$ cat config.mk
export PLATFORM = sky130hd
export DESIGN_NAME = apb_timer_arbiter_flat
export DESIGN_NICKNAME = d
export VERILOG_FILES = /design/src/rtl/apb_timer_arbiter_if.sv /design/src/rtl/apb_timer_arbiter.sv /design/src/flat_wrapper.sv
export SDC_FILE = /design/constraint.sdc
export NUM_CORES = 1
export LEC_CHECK = 0
export CAP_MARGIN = 10
export CELL_PAD_IN_SITES_DETAIL_PLACEMENT = 1
export CELL_PAD_IN_SITES_GLOBAL_PLACEMENT = 1
export CORE_MARGIN = 8
export CORE_UTILIZATION = 12
export DETAILED_ROUTE_END_ITERATION = 16
export GPL_TIMING_DRIVEN = 0
export PLACE_DENSITY = 0.78
export RECOVER_POWER = 100
export SLEW_MARGIN = 20
export SYNTH_ARGS = -nofsm -noshare
export SYNTH_HDL_FRONTEND = slang
export SYNTH_SLANG_ARGS = --single-unit
$ cat constraint.sdc
create_clock -name clk -period 2.09 [get_ports clk]
set_input_delay 0.3135 -clock clk [delete_from_list [all_inputs] [get_ports clk]]
set_output_delay 0.3135 -clock clk [all_outputs]
set_load 0.05 [all_outputs]
$ cat src/rtl/apb_timer_arbiter_if.sv
// apb_timer_arbiter_if: requester-side and slave-side APB signals
// for the timer arbiter, with arb/master/slave views.
interface apb_timer_arbiter_if #(
  parameter int N_REQ  = 2,
  parameter int ADDR_W = 16
);
  logic [N_REQ*ADDR_W-1:0] m_paddr;
  logic [N_REQ-1:0]        m_psel;
  logic [N_REQ-1:0]        m_penable;
  logic [N_REQ-1:0]        m_pwrite;
  logic [N_REQ*32-1:0]     m_pwdata;
  logic [31:0]             m_prdata;
  logic [N_REQ-1:0]        m_pready;
  logic [N_REQ-1:0]        m_pslverr;

  logic [ADDR_W-1:0]       s_paddr;
  logic                    s_psel;
  logic                    s_penable;
  logic                    s_pwrite;
  logic [31:0]             s_pwdata;
  logic [31:0]             s_prdata;
  logic                    s_pready;
  logic                    s_pslverr;

  modport arb (
    input  m_paddr, m_psel, m_penable, m_pwrite, m_pwdata,
    output m_prdata, m_pready, m_pslverr,
    output s_paddr, s_psel, s_penable, s_pwrite, s_pwdata,
    input  s_prdata, s_pready, s_pslverr
  );

  modport master (
    output m_paddr, m_psel, m_penable, m_pwrite, m_pwdata,
    input  m_prdata, m_pready, m_pslverr
  );

  modport slave (
    input  s_paddr, s_psel, s_penable, s_pwrite, s_pwdata,
    output s_prdata, s_pready, s_pslverr
  );
endinterface

$ cat src/rtl/apb_timer_arbiter.sv
// apb_timer_arbiter: round-robin share of one APB timer/IPI slave.
// Optional ACCESS watchdog enabled by APB_ARB_TIMEOUT_EN.
module apb_timer_arbiter #(
  parameter int N_REQ          = 2,
  parameter int ADDR_W         = 16,
  parameter int TIMEOUT_CYCLES = 255
) (
  input  logic                     clk,
  input  logic                     rst,
  apb_timer_arbiter_if.arb         bus,
  output logic [$clog2(N_REQ)-1:0] grant_idx,
  output logic                     busy
);
  localparam int GW = $clog2(N_REQ);

  if (N_REQ < 2 || N_REQ > 8) begin : g_bad_n
    $error("apb_timer_arbiter: N_REQ must be 2..8");
  end
  if (TIMEOUT_CYCLES < 1 || TIMEOUT_CYCLES > 65535) begin : g_bad_to
    $error("apb_timer_arbiter: TIMEOUT_CYCLES must be 1..65535");
  end

  typedef enum logic [1:0] {
    IDLE,
    SETUP,
    ACCESS,
    GAP
  } state_t;

  state_t        state;
  logic [GW-1:0] rr_ptr;
  logic          psel_q;
  logic          pen_q;

  logic [GW-1:0] pick;
  logic          any_req;
  logic [GW:0]   sum;
  logic          own_psel;
  logic          own_pen;
  logic          done_ok;
  logic          done_to;

  // Scan downwards so the requester closest after rr_ptr is written last.
  always_comb begin
    pick    = '0;
    any_req = 1'b0;
    sum     = '0;
    for (int k = N_REQ; k >= 1; k--) begin
      sum = {1'b0, rr_ptr} + (GW+1)'(k);
      if (sum >= (GW+1)'(N_REQ)) begin
        sum = sum - (GW+1)'(N_REQ);
      end
      if (bus.m_psel[sum[GW-1:0]]) begin
        pick    = sum[GW-1:0];
        any_req = 1'b1;
      end
    end
  end

  assign own_psel = bus.m_psel[grant_idx];
  assign own_pen  = bus.m_penable[grant_idx];

  assign bus.s_psel    = psel_q;
  assign bus.s_penable = pen_q;

  assign bus.s_paddr = psel_q
    ? bus.m_paddr[grant_idx*ADDR_W +: ADDR_W]
    : '0;
  assign bus.s_pwrite = psel_q & bus.m_pwrite[grant_idx];
  assign bus.s_pwdata = psel_q
    ? bus.m_pwdata[grant_idx*32 +: 32]
    : '0;

  assign done_ok = (state == ACCESS) & bus.s_pready;

`ifdef APB_ARB_TIMEOUT_EN
  localparam int CW = (TIMEOUT_CYCLES > 255) ? 16 : 8;

  logic [CW-1:0] tcnt;

  always_ff @(posedge clk or posedge rst) begin
    if (rst) begin
      tcnt <= '0;
    end else if (state == SETUP) begin
      tcnt <= '0;
    end else if (state == ACCESS && !bus.s_pready &&
                 tcnt != CW'(TIMEOUT_CYCLES)) begin
      tcnt <= tcnt + 1'b1;
    end
  end

  // A slave ready in the expiry cycle is still a normal completion.
  assign done_to = (state == ACCESS) & ~bus.s_pready &
                   (tcnt == CW'(TIMEOUT_CYCLES));
`else
  assign done_to = 1'b0;
`endif

  always_comb begin
    bus.m_pready  = '0;
    bus.m_pslverr = '0;
    bus.m_prdata  = '0;
    if (done_ok) begin
      bus.m_pready[grant_idx]  = own_psel & own_pen;
      bus.m_pslverr[grant_idx] = own_psel & own_pen & bus.s_pslverr;
      bus.m_prdata             = bus.s_prdata;
    end else if (done_to) begin
      bus.m_pready[grant_idx]  = 1'b1;
      bus.m_pslverr[grant_idx] = 1'b1;
    end
  end

  always_ff @(posedge clk or posedge rst) begin
    if (rst) begin
      state     <= IDLE;
      rr_ptr    <= GW'(N_REQ-1);
      grant_idx <= '0;
      psel_q    <= 1'b0;
      pen_q     <= 1'b0;
      busy      <= 1'b0;
    end else begin
      unique case (state)
        IDLE: begin
          if (any_req) begin
            grant_idx <= pick;
            rr_ptr    <= pick;
            psel_q    <= 1'b1;
            busy      <= 1'b1;
            state     <= SETUP;
          end
        end
        SETUP: begin
          pen_q <= 1'b1;
          state <= ACCESS;
        end
        ACCESS: begin
          if (done_ok || done_to) begin
            psel_q <= 1'b0;
            pen_q  <= 1'b0;
            state  <= GAP;
          end
        end
        GAP: begin
          busy  <= 1'b0;
          state <= IDLE;
        end
        default: begin
          psel_q <= 1'b0;
          pen_q  <= 1'b0;
          busy   <= 1'b0;
          state  <= IDLE;
        end
      endcase
    end
  end
endmodule

$ cat src/flat_wrapper.sv
// flat-port wrapper written by rule: the top's interface ports become plain ports
module apb_timer_arbiter_flat 
#(
  parameter int N_REQ          = 2,
  parameter int ADDR_W         = 16,
  parameter int TIMEOUT_CYCLES = 255
)
  (clk, rst, grant_idx, busy, bus_m_paddr, bus_m_psel, bus_m_penable, bus_m_pwrite, bus_m_pwdata, bus_m_prdata, bus_m_pready, bus_m_pslverr, bus_s_paddr, bus_s_psel, bus_s_penable, bus_s_pwrite, bus_s_pwdata, bus_s_prdata, bus_s_pready, bus_s_pslverr);
  apb_timer_arbiter_if #(.N_REQ(N_REQ), .ADDR_W(ADDR_W)) bus_i ();
  input  logic clk;
  input  logic rst;
  output logic [$clog2(N_REQ)-1:0] grant_idx;
  output logic busy;
  input wire logic [$bits(bus_i.m_paddr)-1:0] bus_m_paddr;
  input wire logic [$bits(bus_i.m_psel)-1:0] bus_m_psel;
  input wire logic [$bits(bus_i.m_penable)-1:0] bus_m_penable;
  input wire logic [$bits(bus_i.m_pwrite)-1:0] bus_m_pwrite;
  input wire logic [$bits(bus_i.m_pwdata)-1:0] bus_m_pwdata;
  output wire logic [$bits(bus_i.m_prdata)-1:0] bus_m_prdata;
  output wire logic [$bits(bus_i.m_pready)-1:0] bus_m_pready;
  output wire logic [$bits(bus_i.m_pslverr)-1:0] bus_m_pslverr;
  output wire logic [$bits(bus_i.s_paddr)-1:0] bus_s_paddr;
  output wire logic [$bits(bus_i.s_psel)-1:0] bus_s_psel;
  output wire logic [$bits(bus_i.s_penable)-1:0] bus_s_penable;
  output wire logic [$bits(bus_i.s_pwrite)-1:0] bus_s_pwrite;
  output wire logic [$bits(bus_i.s_pwdata)-1:0] bus_s_pwdata;
  input wire logic [$bits(bus_i.s_prdata)-1:0] bus_s_prdata;
  input wire logic [$bits(bus_i.s_pready)-1:0] bus_s_pready;
  input wire logic [$bits(bus_i.s_pslverr)-1:0] bus_s_pslverr;
  assign bus_i.m_paddr = bus_m_paddr;
  assign bus_i.m_psel = bus_m_psel;
  assign bus_i.m_penable = bus_m_penable;
  assign bus_i.m_pwrite = bus_m_pwrite;
  assign bus_i.m_pwdata = bus_m_pwdata;
  assign bus_m_prdata = bus_i.m_prdata;
  assign bus_m_pready = bus_i.m_pready;
  assign bus_m_pslverr = bus_i.m_pslverr;
  assign bus_s_paddr = bus_i.s_paddr;
  assign bus_s_psel = bus_i.s_psel;
  assign bus_s_penable = bus_i.s_penable;
  assign bus_s_pwrite = bus_i.s_pwrite;
  assign bus_s_pwdata = bus_i.s_pwdata;
  assign bus_i.s_prdata = bus_s_prdata;
  assign bus_i.s_pready = bus_s_pready;
  assign bus_i.s_pslverr = bus_s_pslverr;
  apb_timer_arbiter #(.N_REQ(N_REQ), .ADDR_W(ADDR_W), .TIMEOUT_CYCLES(TIMEOUT_CYCLES)) u_core (.clk(clk), .rst(rst), .bus(bus_i), .grant_idx(grant_idx), .busy(busy));
endmodule
==> flow_summary.yaml, run 1 <==
floorplan:
  core_area_um2: 11200
  die_x_um: 122
  start_util_pct: 12.1
  placementRows: 39
  io_pins: 227
  die_area_um2: 15000
  die_h_um: 122
setup_path:
  end_kind: "primary output"
  start_kind: "flop"
  required_ns: 1.78
  worst_ep_arrival_time_ns: 1.66
  path_class: "flop to primary output"
  regToRegSetupSlack_ns: 0.24
  path_max_fanout: 10
job:
  maxCapViolations: 0
placement:
  gp_congestion: 0.801
  detailed_place_hpwl_um: 8550
  portBuffers: 225
  dp.cells: 557
clocking:
  cts_buffer_depth: 2
  post-cts-setup-buffers: 0
  cts.sink_count: 7
  clock_latency_ns: 0.23
  h-tree-depth: 1
  cts_root_buf: "clkbuf_16"
  cts_buffers: 3
  clk_pin_slew_worst_paths_ns: 0.03
  cts_tree: "built"
  ctsHoldBuffers: 0
yosys:
  async_flop_share_pct: 100
  yosys-top-cells-area: "mux2i_1, and3_1, nor2_1"
  synth-seq-cells: 7
  ys_warn_count: 0
  synth_top_area_share_pct: 36.1
  syn_inst: 189
  synth_ff_type: "dfrtp_1"
  syn_nets: 331
  synth_edf_count: 0
  synth_top_cell_by_area: "mux2i_1"
  synth_cell_types: 24
  syn_avg_cell_area_um2: 7.20
  syn_area_um2: 1360
  ys_seq_area_share_pct: 13.0
power_and_ir_drop:
  finalPower_mw: 5.33
  switching_share_pct: 61.4
  p_int_mw: 2.06
  comb_power_share_pct: 88.5
  pwr-share-seq_pct: 5.5
  leakagePower_nw: 1.80
  ir_worst_vdd_mv: 0.513
  power_frac_clock_pct: 6.0
  p_per_area_nw_per_um2: 1370
  p_sw_mw: 3.27
cells_and_area:
  area_delta_synth_final_pct: 185
  nNetsFinal: 560
  stdcell_count: 560
  drive_gt1_share_pct: 30.9
  antenna_cells: 0
global_route:
  antenna_found_initial: 0
  grtUsageTotal_pct: 12.0
  overflow: 0
  grt_max_degree: 11
  grt_pass1_wl_um: 14300
  first_global_vias: 2590
hold_path:
  hold_path_class: "input pin to async pin"
route:
  vias: 2315
  antenna_left: 0
  drtIter0Drc: 29
  viasPerCell: 4.13
  drtPass1Iterations: 3
  drt-wirelength-per-cell_um: 17.5
  drc: 0
  routed_wl_um: 9820
timing:
  rsz0062_at_grt: "no"
  min_period_ns: 1.97
  worst_pin_slew_ns: 0.527
  max_freq_mhz: 508
  setup_viol: 0
  fin_skew_ns: 0.000214
  setup_tns_ns: 0
  hold_violations: 0
  max_slew_margin_pct: 64.8
  drv_slew: 0
  finalCritPeriodShare_pct: 94.2
outcome:
  status: "finished clean"
## critical path, stage by stage, from the launching register on
cell and delay [ns]:
dfrtp_1 0.41, inv_1 0.11, ha_2 0.20, buf_8 0.14
buf_4 0.16, and3_1 0.15, buf_2 0.26
## per-stage QoR
step	hold slack [ns]	instance area (µm²)	setup WS (ns)	util (%)
detailed placement	0.525	3880	-0.756	34.6
CTS	0.341	3910	0.000205	34.8
finish	0.478	3880	0.121	34.6
global route	0.522	3880	0.00756	34.6
floorplan	0.116	1450	-0.205	-
global placement	0.478	3880	-0.690	34.6
## routing by layer
| metal | share of wire (%) | vias up | GRT usage (%) |
|---|---|---|---|
| li1 | - | 1108 | - |
| met1 | 36 | 1072 | 12.3 |
| met2 | 52 | 129 | 22.6 |
| met3 | 10 | 6 | 4.55 |
| met4 | 1.1 | 0 | 2.67 |
| met5 | 0 | - | 0 |
## registers in the layout, summed over array words and instances, names as in the netlist
name and count:
u_core.state 2, u_core.bus.s_psel 1, u_core.rr_ptr 1, u_core.grant_idx 1, u_core.bus.s_penable 1, u_core.busy 1
## cell families (layout without fill, tap and decap cells)
kind of cell / after synthesis / count (layout) / synth area share, %
DFF: 7 / 7 / 13.0
and+or+nand+nor: 94 / 94 / 33.0
adders and majority gates: 4 / 4 / 3.68
AOI/OAI and AO/OA: 10 / 10 / 6.07
buffers and inverters: 24 / 252 / 7.08
muxes: 50 / 50 / 37.2
## power by group through the flow
stage          logic [mW]  registers, mW  clock network (mW)
6_report             4.71          0.293               0.322
5_1_grt              4.97          0.308               0.344
4_1_cts              4.85          0.297               0.328
3_5_place_dp         4.99          0.271                   0
3_3_place_gp         4.93          0.260                   0
2_1_floorplan        3.16          0.383                   0
## Yosys cell counts (2+ instances only)
library cell	instances
ha_1	4
nand2_1	4
clkbuf_1	14
and2_1	2
nor2_1	52
dfrtp_1	6
a21oi_1	3
o2bb2ai_1	2
and3_1	32
mux2i_1	49
inv_1	4
buf_2	5
## repair_timing
action	CTS	global route
endpoints found under the setup margin	85	68
pin swaps	0	0
gates resized for setup	389	22
## layout make-up
type / instances / area (µm²)
fill: 1344 / 7340
timing repair buffer: 225 / 2170
multi-input combinational: 158 / 1140
tap: 143 / 179
sequential: 7 / 178
buffer: 18 / 118
clock buffer: 4 / 78.8
inverter: 5 / 18.8
## cells in the final DEF, fill, tap and decap left out
master | synthesis | final
mux2_4 | 1 | 1
a21oi_1 | 3 | 3
and2_2 | 0 | 2
ha_2 | 0 | 1
nor2_1 | 52 | 34
or3b_1 | 1 | 1
nand4_1 | 1 | 1
dfrtp_2 | 0 | 1
clkdlybuf4s15_2 | 0 | 42
a31oi_1 | 1 | 1
inv_1 | 4 | 4
mux2i_1 | 49 | 49
o2bb2ai_1 | 2 | 2
buf_8 | 0 | 1
ha_1 | 4 | 3
or2_2 | 1 | 1
nand3_1 | 1 | 1
and3_4 | 0 | 1
nor2_4 | 0 | 1
a32o_1 | 1 | 1
nand2_1 | 4 | 4
clkbuf_1 | 14 | 5
o22a_2 | 1 | 1
dlygate4sd3_1 | 0 | 5
o21ai_0 | 1 | 1
dfrtp_1 | 6 | 5
and3_1 | 32 | 31
clkbuf_4 | 0 | 29
dfstp_2 | 1 | 1
buf_2 | 5 | 9
buf_6 | 0 | 1
clkinv_1 | 1 | 1
buf_4 | 0 | 11
clkbuf_16 | 0 | 3
a21boi_0 | 0 | 1
nor2_2 | 0 | 17
clkdlybuf4s50_1 | 0 | 135
clkbuf_2 | 0 | 6
## final timing paths
| check | start | endpoint | cells after the start |
|---|---|---|---|
| max in group asynchronous | rst | u_core.rr_ptr | 2 |
| min | rst | u_core.grant_idx | 2 |
| max | u_core.state[0] | bus_m_prdata[25] | 6 |
| min reg2reg | u_core.bus.s_penable | u_core.bus.s_penable | 1 |
| min in group clk | u_core.bus.s_penable | u_core.bus.s_penable | 1 |
| max reg2reg | u_core.state[0] | u_core.state[1] | 5 |
(Power assumes the default switching activity.)
==> run 2, diff against run 1 <==
--- a/config.mk
+++ b/config.mk
@@ -8,11 +8,12 @@
 export CAP_MARGIN = 10
 export CELL_PAD_IN_SITES_DETAIL_PLACEMENT = 1
 export CELL_PAD_IN_SITES_GLOBAL_PLACEMENT = 1
-export CORE_MARGIN = 8
-export CORE_UTILIZATION = 12
+export CORE_AREA = 2 2 89 91
 export DETAILED_ROUTE_END_ITERATION = 16
+export DIE_AREA = 0 0 91 93
+export DONT_BUFFER_PORTS = 1
 export GPL_TIMING_DRIVEN = 0
-export PLACE_DENSITY = 0.78
+export PLACE_DENSITY = 0.44
 export RECOVER_POWER = 100
 export SLEW_MARGIN = 20
 export SYNTH_ARGS = -nofsm -noshare
==> flow_summary.yaml, run 2 (same netlist as run 1, synthesis figures left out) <==
floorplan:
  die_x_um: 91
  placementRows: 32
  start_util_pct: 18.1
  io_pins: 227
  die_h_um: 93
  core_area_um2: 7530
  die_area_um2: 8460
clocking:
  cts_buffers: 3
  cts_root_buf: "clkbuf_8"
  cts.sink_count: 7
  cts_tree: "built"
  cts_buffer_depth: 2
  clock_latency_ns: 0.23
  clk_pin_slew_worst_paths_ns: 0.04
  h-tree-depth: 1
route:
  drtIter0Drc: 15
  vias: 1486
  antenna_left: 0
  viasPerCell: 4.94
  drtPass1Iterations: 4
  drc: 0
  routed_wl_um: 5760
  drt-wirelength-per-cell_um: 19.1
timing:
  drv_slew: 0
  setup_viol: 0
  whs_ns: 0.163
  min_period_ns: 2.02
  setup_tns_ns: 0
  max_freq_mhz: 496
  finalCritPeriodShare_pct: 96.4
  worst_pin_slew_ns: 0.537
  hold_violations: 0
  fin_skew_ns: 0.00519
  rsz0062_at_grt: "yes"
  max_slew_margin_pct: 64.2
power_and_ir_drop:
  pwr-share-seq_pct: 8.6
  p_sw_mw: 3.34
  ir_worst_vdd_mv: 0.637
  p_per_area_nw_per_um2: 2260
  finalPower_mw: 4.75
  switching_share_pct: 70.4
  comb_power_share_pct: 87.4
  p_int_mw: 1.41
  leakagePower_nw: 0.918
  power_frac_clock_pct: 4.0
cells_and_area:
  top_register: "u_core.state"
  area_delta_synth_final_pct: 54.4
  final_common_cell: "nor2_4"
  final_cell_mix: "nor2_4, mux2i_1, and3_2"
  antenna_cells: 0
  largest_reg_flops: 2
  fill_cells: 892
  nNetsFinal: 342
  drive_gt1_share_pct: 58.3
global_route:
  grt_pass1_wl_um: 8140
  grt_max_degree: 11
  overflow: 0
  antenna_found_initial: 0
  grtUsageTotal_pct: 11.9
  first_global_vias: 1476
setup_path:
  start_kind: "flop"
  rr_startpoint: "u_core.state[0]"
  rr_endpoint: "u_core.state[1]"
  path_max_fanout: 9
  required_ns: 1.78
  path_class: "flop to primary output"
  regToRegSetupSlack_ns: 0.15
  end_kind: "primary output"
  worst_ep_arrival_time_ns: 1.70
  r2r_cells: 7
placement:
  portBuffers: 0
  gp_congestion: 0.708
  detailed_place_hpwl_um: 4760
hold_path:
  hold_end: "u_core.rr_ptr"
  holdPathStages: 1
  hp-start: "bus_m_psel[0]"
  hold_path_class: "input pin to flop"
outcome:
  status: "finished clean"
job:
  maxCapViolations: 0
==> run 2: timing repair <==
item,in CTS,in global routing
buffers inserted,5,1
resized for setup,130,5
setup endpoints to repair,85,58
pin swaps,17,6
hold buffers,1,0
endpoints found under the hold margin,6,0
==> run 2: how the worst max path moves through the flow <==
stage / slack, ns / endpoint / startpoint
CTS: -0.06 / bus_m_pslverr[0] / u_core.state[0]
detailed placement: -0.57 / bus_s_paddr[11] / u_core.bus.s_psel
global route: -0.02 / bus_m_pslverr[0] / u_core.state[0]
floorplan: -0.21 / bus_s_paddr[10] / u_core.bus.s_psel
global placement: -0.55 / bus_s_paddr[5] / u_core.bus.s_psel
finish: 0.07 / bus_m_pslverr[0] / u_core.state[0]
==> run 2: final cells by class <==
type                    instances  area, µm²  share of cell area, %
repair buffers                  7       55.1                   2.62
clock buffers                   4       45.0                   2.15
flip-flops and latches          7        179                   8.52
inverters                       5       21.3                   1.01
multi-input cells             158       1550                   73.8
plain buffers                  18        123                   5.84
well taps                     102        128                   6.08
==> run 2: through the flow <==
step | setup slack, ns | instances | cell area (µm²) | util (%)
after floorplan | -0.205 | 189 | 1450 | -
final | 0.0744 | 301 | 2100 | 27.9
after global routing | -0.0163 | 301 | 2100 | 27.9
after CTS | -0.0633 | 301 | 2090 | 27.8
after global placement | -0.550 | 291 | 1580 | 20.9
after detailed placement | -0.568 | 291 | 1580 | 20.9
==> run 2: power by group through the flow <==
stage | Sequential [mW] | Combinational [mW] | Clock [mW]
after floorplan | 0.383 | 3.16 | 0
after global placement | 0.403 | 3.44 | 0
after detailed placement | 0.402 | 3.46 | 0
after CTS | 0.408 | 4.18 | 0.199
after global routing | 0.420 | 4.37 | 0.211
final | 0.409 | 4.15 | 0.190
==> run 2: metal layers <==
metal  wire length, µm  vias up  GRT usage, %
met3               490        2          2.50
met2              3250      115          23.4
li1                  -      674             -
met1              2010      695          13.5
met4                12        0          1.14
met5                 0        -             0
==> run 2: critical path: stages (launching register included) <==
cell     delay (ns)
dfrtp_1        0.39
inv_2          0.09
ha_4           0.19
nand4_1        0.14
nor2_4         0.34
and2_4         0.32
==> run 3, diff against run 2 <==
--- a/config.mk
+++ b/config.mk
@@ -15,7 +15,7 @@
 export GPL_TIMING_DRIVEN = 0
 export PLACE_DENSITY = 0.44
 export RECOVER_POWER = 100
-export SLEW_MARGIN = 20
 export SYNTH_ARGS = -nofsm -noshare
 export SYNTH_HDL_FRONTEND = slang
 export SYNTH_SLANG_ARGS = --single-unit
+export TNS_END_PERCENT = 10
==> flow_summary.yaml, run 3 (same netlist as run 1, synthesis figures left out) <==
outcome:
  status: "finished clean"
cells_and_area:
  final_cell_mix: "nor2_4, mux2i_1, and3_1"
  fin_area_um2: 2060
  multi_input_area_um2: 1520
  regArea_um2: 179
  top_register: "u_core.state"
  antenna_cells: 0
  stdcell_count: 300
  drive_gt1_share_pct: 50.0
  largest_reg_flops: 2
  area_delta_synth_final_pct: 51.6
  final_common_cell: "nor2_4"
  nNetsFinal: 341
  fill_cells: 883
power_and_ir_drop:
  leakagePower_nw: 0.915
  finalPower_mw: 4.74
  ir_worst_vdd_mv: 0.748
  p_per_area_nw_per_um2: 2300
global_route:
  met2_usage_pct: 23.7
  first_global_vias: 1510
  gr-usage-met3_pct: 2.01
  overflow: 0
  grtUsageTotal_pct: 12.8
  grt_pass1_wl_um: 8710
  gr-max-usage-layer: "met2"
  grt_max_degree: 11
  antenna_found_initial: 0
  use_met1_pct: 15.6
setup_path:
  cpMaxStageDelayCell: "dfrtp_1"
  cp_top_family: "simple AND/OR/NAND/NOR gates"
  required_ns: 1.78
  path_class: "flop to primary output"
  end_kind: "primary output"
  regToRegSetupSlack_ns: 0.25
  path_buf_inv: 1
  path_max_fanout: 6
  start_kind: "flop"
  path_cells: "inv_2, ha_4, nand4_1, nor2_4, and2_4"
  worst_ep_arrival_time_ns: 1.72
  cpPeakStageDelay_ns: 0.41
placement:
  gp_congestion: 0.721
  detailed_place_hpwl_um: 4830
  place_area_um2: 1500
  portBuffers: 0
  dp.cells: 291
timing:
  max_freq_mhz: 491
  hold_violations: 0
  max_slew_margin_pct: 63.7
  min_period_ns: 2.04
  whs_ns: 0.149
  drv_slew: 0
  setup_viol: 0
  fin_skew_ns: 0.00205
  finalCritPeriodShare_pct: 97.4
  rsz0062_at_grt: "yes"
  worst_pin_slew_ns: 0.546
route:
  drtIter0Drc: 26
  antenna_left: 0
  drt-wirelength-per-cell_um: 20.4
  drc: 0
  viasPerCell: 4.98
  routed_wl_um: 6130
  vias: 1494
  drtPass1Iterations: 4
clocking:
  clk_pin_slew_worst_paths_ns: 0.04
  cts_root_buf: "clkbuf_8"
  cts.sink_count: 7
  cts_tree: "built"
  h-tree-depth: 1
  cts_buffer_depth: 2
  clock_latency_ns: 0.22
  cts_buffers: 3
floorplan:
  die_h_um: 93
  io_pins: 227
  placementRows: 32
  die_area_um2: 8460
  start_util_pct: 18.1
  core_area_um2: 7530
  die_x_um: 91
hold_path:
  hold_path_class: "input pin to flop"
job:
  maxCapViolations: 0
==> run 3: cell types whose count changed in the layout (fill, tap and decap cells not counted), sizes merged <==
cell / before / now
clkinv: 0 / 1
inv: 5 / 4
buf: 12 / 13
clkbuf: 16 / 14
==> run 3: stage by stage <==
step / setup WS, ns / TNS, ns / util (%)
2_1_floorplan: -0.205 / -7.02 / -
3_3_place_gp: -0.560 / -24.90 / 19.9
3_5_place_dp: -0.601 / -26.58 / 19.9
4_1_cts: -0.0391 / -0.0669 / 26.9
5_1_grt: -0.0447 / -0.256 / 27.4
6_report: 0.0534 / 0 / 27.4
==> run 3: worst paths after layout <==
path / from / endpoint / cells after the start
setup / recovery: u_core.state[0] / bus_m_pslverr[0] / 5
setup reg to reg: u_core.state[1] / u_core.state[1] / 5
hold / removal: bus_m_psel[0] / u_core.rr_ptr / 1
max in group asynchronous: rst / u_core.rr_ptr / 2
min in group asynchronous: rst / u_core.state[0] / 2
hold reg to reg: u_core.rr_ptr / u_core.rr_ptr / 2
==> run 3: power by group <==
| part | internal, mW | total (mW) | switching, mW |
|---|---|---|---|
| clock network | 0.132 | 0.191 | 0.0588 |
| logic | 1.03 | 4.14 | 3.11 |
| registers | 0.214 | 0.410 | 0.195 |
| total | 1.38 | 4.74 | 3.37 |
==> run 3: final cells by class <==
cell class | count | area share (%)
Inverter | 5 | 0.971
Buffer | 18 | 6.01
Tap cell | 102 | 6.19
Clock buffer | 4 | 2.18
Timing Repair Buffer | 6 | 2.18
Sequential cell | 7 | 8.68
Multi-Input combinational cell | 158 | 73.8
==> run 3: repair_timing <==
| item | CTS | global route |
|---|---|---|
| endpoints found under the setup margin | 85 | 71 |
| gates resized for setup | 133 | 13 |
| hold endpoints to repair | 6 | 0 |
| buffers inserted | 2 | 3 |
| hold buffers | 1 | 0 |
| pin swaps | 21 | 8 |
==> run 3: layer usage <==
metal | up-vias | part of all wire (%)
met5 | - | 0
met4 | 0 | 0.36
met3 | 2 | 7.3
met2 | 108 | 56
met1 | 711 | 36
li1 | 673 | -
==> run 3: worst reg2reg max path, delay by kind of cell, from the launching register on <==
kind | cells | cell delay, ns
muxes | 1 | 0.29
buffers and inverters | 1 | 0.11
AOI/OAI and AO/OA | 1 | 0.17
adders and majority gates | 1 | 0.28
and+or+nand+nor | 1 | 0.43
DFF | 1 | 0.43
